===== src/rtl/cond_logic_unit.sv =====
// cond_logic_unit: condition-check stage for the single-cycle ARM-subset datapath.
// It holds the NZCV flag register and evaluates the instruction condition field
// against the registered flags. The PC-select, register-write and memory-write
// requests from the decoder only take effect when the condition passes.
// Optional build macro COND_STATS_EN adds saturating counters for executed and
// squashed instructions. When it is undefined, both counter outputs are
// constant zero and no counter flops exist.
module cond_logic_unit #(
    parameter int CNT_W = 16
) (
    input  logic             clk,
    input  logic             reset_n,
    input  logic             Stall,
    input  logic [3:0]       Cond,
    input  logic [3:0]       ALUFlags,
    input  logic [1:0]       FlagW,
    input  logic             NoWrite,
    input  logic             PCS,
    input  logic             RegW,
    input  logic             MemW,
    output logic             PCSrc,
    output logic             RegWrite,
    output logic             MemWrite,
    output logic             CondEx,
    output logic [3:0]       Flags,
    output logic [CNT_W-1:0] ExecCount,
    output logic [CNT_W-1:0] SquashCount
);

    // Evaluate a condition code against {N,Z,C,V}; 1111 is reserved and never executes.
    function automatic logic cond_eval(input logic [3:0] cc, input logic [3:0] f);
        logic n, z, c, v;
        logic r;
        n = f[3];
        z = f[2];
        c = f[1];
        v = f[0];
        case (cc)
            4'b0000: r = z;
            4'b0001: r = ~z;
            4'b0010: r = c;
            4'b0011: r = ~c;
            4'b0100: r = n;
            4'b0101: r = ~n;
            4'b0110: r = v;
            4'b0111: r = ~v;
            4'b1000: r = c & ~z;
            4'b1001: r = ~c | z;
            4'b1010: r = (n == v);
            4'b1011: r = (n != v);
            4'b1100: r = ~z & (n == v);
            4'b1101: r = z | (n != v);
            4'b1110: r = 1'b1;
            default: r = 1'b0;
        endcase
        return r;
    endfunction

    logic [1:0] nz_q;
    logic [1:0] cv_q;
    logic       nz_en;
    logic       cv_en;

    assign Flags = {nz_q, cv_q};

    // Condition check and write-enable gating; the flags used here are the registered ones.
    always_comb begin
        CondEx   = cond_eval(Cond, Flags);
        PCSrc    = PCS  & CondEx & ~Stall;
        RegWrite = RegW & CondEx & ~NoWrite & ~Stall;
        MemWrite = MemW & CondEx & ~Stall;
        nz_en    = FlagW[1] & CondEx & ~Stall;
        cv_en    = FlagW[0] & CondEx & ~Stall;
    end

    // Flag register: the NZ and CV halves load independently and only for executing, unstalled instructions.
    always_ff @(posedge clk or negedge reset_n) begin
        if (!reset_n) begin
            nz_q <= 2'b00;
            cv_q <= 2'b00;
        end else begin
            if (nz_en) nz_q <= ALUFlags[3:2];
            if (cv_en) cv_q <= ALUFlags[1:0];
        end
    end

`ifdef COND_STATS_EN
    // Saturating increment: the counter stops at all-ones instead of wrapping.
    function automatic logic [CNT_W-1:0] sat_inc(input logic [CNT_W-1:0] x);
        return (&x) ? x : x + 1'b1;
    endfunction

    logic [CNT_W-1:0] exec_q;
    logic [CNT_W-1:0] squash_q;

    // Statistics: every unstalled cycle is counted as either executed or squashed.
    always_ff @(posedge clk or negedge reset_n) begin
        if (!reset_n) begin
            exec_q   <= '0;
            squash_q <= '0;
        end else if (!Stall) begin
            if (CondEx) exec_q   <= sat_inc(exec_q);
            else        squash_q <= sat_inc(squash_q);
        end
    end

    assign ExecCount   = exec_q;
    assign SquashCount = squash_q;
`else
    assign ExecCount   = '0;
    assign SquashCount = '0;
`endif

endmodule


===== config.mk =====
export PLATFORM = sky130hd
export DESIGN_NAME = cond_logic_unit
export DESIGN_NICKNAME = d
export VERILOG_FILES = /design/src/rtl/cond_logic_unit.sv
export SDC_FILE = /design/constraint.sdc
export NUM_CORES = 1
export LEC_CHECK = 0
export CORE_AREA = 2 2 39 41
export DETAILED_ROUTE_END_ITERATION = 8
export DIE_AREA = 0 0 41 43
export DONT_BUFFER_PORTS = 1
export PLACE_DENSITY_LB_ADDON = 0.08
export SLEW_MARGIN = 0
export SYNTH_ARGS = -nofsm -noshare
export SYNTH_HDL_FRONTEND = slang
export SYNTH_SLANG_ARGS = --single-unit

===== constraint.sdc =====
create_clock -name clk -period 5.5 [get_ports clk]
set_input_delay 1.375 -clock clk [delete_from_list [all_inputs] [get_ports clk]]
set_output_delay 1.375 -clock clk [all_outputs]
set_load 0.01 [all_outputs]

After elaboration in Yosys (flattened, before gate mapping) --
Cells that the tools add are included.
Storage, ports and cells: register bits after elaboration 4, output and inout bits 40, logic and storage cells 41, input port bits 17
Cells by class: reductions and logical operators 1, muxes and demuxes 1, bitwise logic cells 21, equality and inequality tests 16
Operators with widths (count):
- equality test 4 bit (second input constant) | 7
- equality test 4 x 3 -> 1 bit (second input constant) | 4
- case mux 1 bit (15 select lines) | 1
- bitwise AND 1 bit | 13
- equality test 4 x 2 -> 1 bit (second input constant) | 2
- inverter 1 bit | 6
- equality test 4 x 1 -> 1 bit (second input constant) | 1
- logical NOT 4 bit | 1
- OR 1 bit | 2
- equality test 1 bit | 1
- inequality test 1 bit | 1

Logic depth before layout (Yosys ltp) --
depth after elaboration 6, gate-level depth with buffers 6, depth with buffers taken out 5

Least setup slack after synthesis --
OpenSTA, ideal clock, no wires.
path type input port to output port, start input Cond[2], end output RegWrite, path slack 1.558 ns, path buffers 1, stages 6, required time 4.125 ns, arrival 2.567 ns, cells stage by stage buf_6 mux2_4 a211oi_2 o221ai_1 o21a_1 and4bb_1
On the way: longest elaborated chain between the ends 5, elaborated cells between the ends (all ways) 19, classes of those cells 14 x eq/ne; 1 x mux; 3 x bitwise; 1 x reduce/logical
RTL lines:
- from (decl) | RTL line 14 | input logic [3:0] Cond,
- equality test 4 bit, or another cell as far along | RTL line 38 | case (cc)
- case mux 1 bit (15 select lines) (*) | RTL line 38
- named net CondEx | RTL line 24 | output logic CondEx,
- bitwise AND 1 bit (*) (3 in series) | RTL line 70 | RegWrite = RegW & CondEx & ~NoWrite & ~Stall;
- to (decl) | RTL line 22 | output logic RegWrite,
Mark *: on every way through the listed nets, which the timed path passes. The rest lies on a longest branch.

Worst setup path after layout --
Same ends and word-level chain as after synthesis.

==> results.md <==
* GRT overflow at 0
* Final Util at 0.4141
* Final HPWL DP at between 900 and 1000 um
* Required @ worst endpoint at between 4000 and 5000 ps
* Layout Nets at between 90 and 100
* Hold_sp: cv_q[0]
* PortBufs at 0
* Final worst setup slack at 1591 ps
* Later-pin clock latency in the skew report at 230 ps
* Setup bufs post-CTS at 0
* Outcome: finished clean
* Total global-route track usage at 0.1220
* Fin crit period at around 3900 ps
* Routed WL per cell at approximately 12 um
* Sequential area share after synthesis at 0.1493
* Max IR drop VDD at approximately 150 uV
* Worst-path fanout max at 10
* H-tree Lvls at 1
* Maximum clock rate at 255.8 MHz
* Post-CTS sizing at 0
* Max Cap Viol at 0
* Drt total wl at 1103 um
* Vias at roughly 430
* Initial antenna violation count at 0
* Initial core utilization at 0.4846
* Die height at about 43 um
* # fillers at between 150 and 200
* Setup Total Neg Slack at 0 ps
* Final period util at 0.7107
* First-pass GRT wire length at 1476 um
* Num ports at between 50 and 60
* Layout Cells excl Fill at slightly above 90
* Startpoint Class: input port
* Leak at a little under 0.3 nW
* GP Congestion at about 0.78
* Starting DRT DRC Count at 6
* Critical Path Start: Cond[2]
* WP data arrival at approximately 2500 ps
* Routed Antenna Nets at 0
* Critical path type: input port to primary output
* Clk buf depth at 2
* FP Rows at 14
* DP Worst Slack at around 1600 ps
* Unrepaired setup endpoints after global routing: false
* PwrDens at 290.2 mW/mm2
* Multi-input logic area at approximately 420 um2
* Register Area at between 100 and 150 um2
* Synth warn at 0
* CTS root buf: clkbuf_4
* Clock Sinks at 4
* DR pass1 iterations at 4
* Layout area overhead at -14.55%
* Hold Vio Cnt, Final at 0
* Core area at ~0.0014 mm2
* DP Cell Count at 89
* Cells after Synth at 76
* Largest net degree at the start of global routing at 11
* Synthesized area at roughly 670 um2
* CTS tree: done
* Worst r2r src: nz_q[1]
* TritonCTS Buffers at 3
* Post-DR vias/cell at around 4.7
* Final setup viols at 0
* Post-synthesis cell type count at 30
* Min-Delay Path Class: flop to flop
* CTS clk-pin slew, worst paths at 30 ps
* # hold bufs at CTS at 0
* Die footprint at about 0.0018 mm2
* Width of the chip at a little over 40 um
* Vias in the first global route at 329
* Worst Setup End Kind: primary output
* Syn_area_per_cell at around 9 um2
* Remaining DRCs at 0
* ANT cells at 0
* Seq cells post-synth at 4
* Max-slew violations at 0
* Clk_skew at around 0.89 ps
* Share of layout cells above drive strength 1 at 0.1184
through the flow:
step | power [mW] | hold slack (ps) | cell area, um2
after floorplan | 0.1379 | 602.6 | 787.0
after global placement | 0.1320 | 685.0 | 550.5
after detailed placement | 0.1317 | 677.7 | 550.5
after CTS | 0.1686 | 686.0 | 573.1
after global routing | 0.1793 | 709.4 | 573.1
final | 0.1663 | 678.5 | 573.1
logic make-up after synthesis:
logic type	Yosys count	synth area share
flops	4	0.1493
compound gates	14	0.1922
other cells	1	0.005592
mux	5	0.08954
simple gates	12	0.1325
xor+xnor	2	0.02612
buf+inv	38	0.4048
Yosys cell counts:
| library cell | instances | area, um2 |
|---|---|---|
| o41ai_1 | 1 | 8.760 |
| o2111ai_1 | 2 | 17.52 |
| conb_1 | 1 | 3.750 |
| inv_1 | 4 | 15.01 |
| a41o_1 | 1 | 10.01 |
| nand2_1 | 2 | 7.510 |
| a221oi_1 | 1 | 8.760 |
| o21a_1 | 1 | 7.510 |
| dfrtp_1 | 4 | 100.1 |
| a211oi_2 | 1 | 12.51 |
| nor2_1 | 2 | 7.510 |
| buf_4 | 32 | 240.2 |
| xnor2_1 | 1 | 8.760 |
| nor3b_1 | 1 | 7.510 |
| mux2_1 | 4 | 45.04 |
| a21o_1 | 1 | 7.510 |
| and4bb_1 | 2 | 25.02 |
| or3b_1 | 1 | 8.760 |
| o221ai_1 | 1 | 8.760 |
| nand3b_1 | 1 | 7.510 |
| buf_6 | 1 | 11.26 |
| o2bb2ai_2 | 1 | 15.01 |
| o31ai_2 | 1 | 12.51 |
| and3_1 | 2 | 12.51 |
| a21oi_1 | 2 | 10.01 |
| mux2_4 | 1 | 15.01 |
| and4bb_2 | 1 | 12.51 |
| buf_2 | 1 | 5.000 |
| xor2_1 | 1 | 8.760 |
| a21bo_2 | 1 | 10.01 |
flip-flops by register name (all words and copies together), names as in the netlist:
signal,flops
cv_q,2
nz_q,2
final timing paths:
| path | end | slack, ps | cells after the start |
|---|---|---|---|
| hold / removal | cv_q[0] | 680 | 1 |
| max in group asynchronous | cv_q[0] | 4590 | 0 |
| setup / recovery | RegWrite | 1590 | 5 |
| setup reg to reg | cv_q[1] | 3510 | 5 |
| min in group asynchronous | nz_q[0] | 840 | 0 |
| hold reg to reg | cv_q[0] | 680 | 1 |
metal layers:
layer	global-route usage	part of all wire	vias up
li1	-	-	203
met1	0.1433	0.35	203
met2	0.1969	0.57	23
met3	0.01047	0.079	0
met4	0.08000	0	0
met5	0	0	-
area by class of cell:
type / instances / share of cell area
clock buffers: 3 / 0.03930
multi-input cells: 65 / 0.7249
well taps: 16 / 0.03493
flip-flops and latches: 4 / 0.1747
inverters: 4 / 0.02620
worst max-delay path: stages:
cell,delay [ps]
mux2_4,280
a211oi_2,210
o221ai_1,210
o21a_1,210
and4bb_1,250
placed cells by master (no fill, tap or decap), types with 2 or more instances in the layout:
cell       count
inv_1          4
nor2_1         2
and3_1         2
nand2_1        2
and4bb_1       2
o2111ai_1      2
clkbuf_4       3
a21oi_1        2
conb_1        32
mux2_1         4
dfrtp_1        4
power breakdown:
part / switching, mW / leakage [nW] / internal (mW)
registers: 0.0257 / 0.0470 / 0.0398
logic: 0.0352 / 0.235 / 0.0304
clock network: 0.0108 / 0.0138 / 0.0243
total: 0.0718 / 0.296 / 0.0945
(Power assumes the default switching activity.)
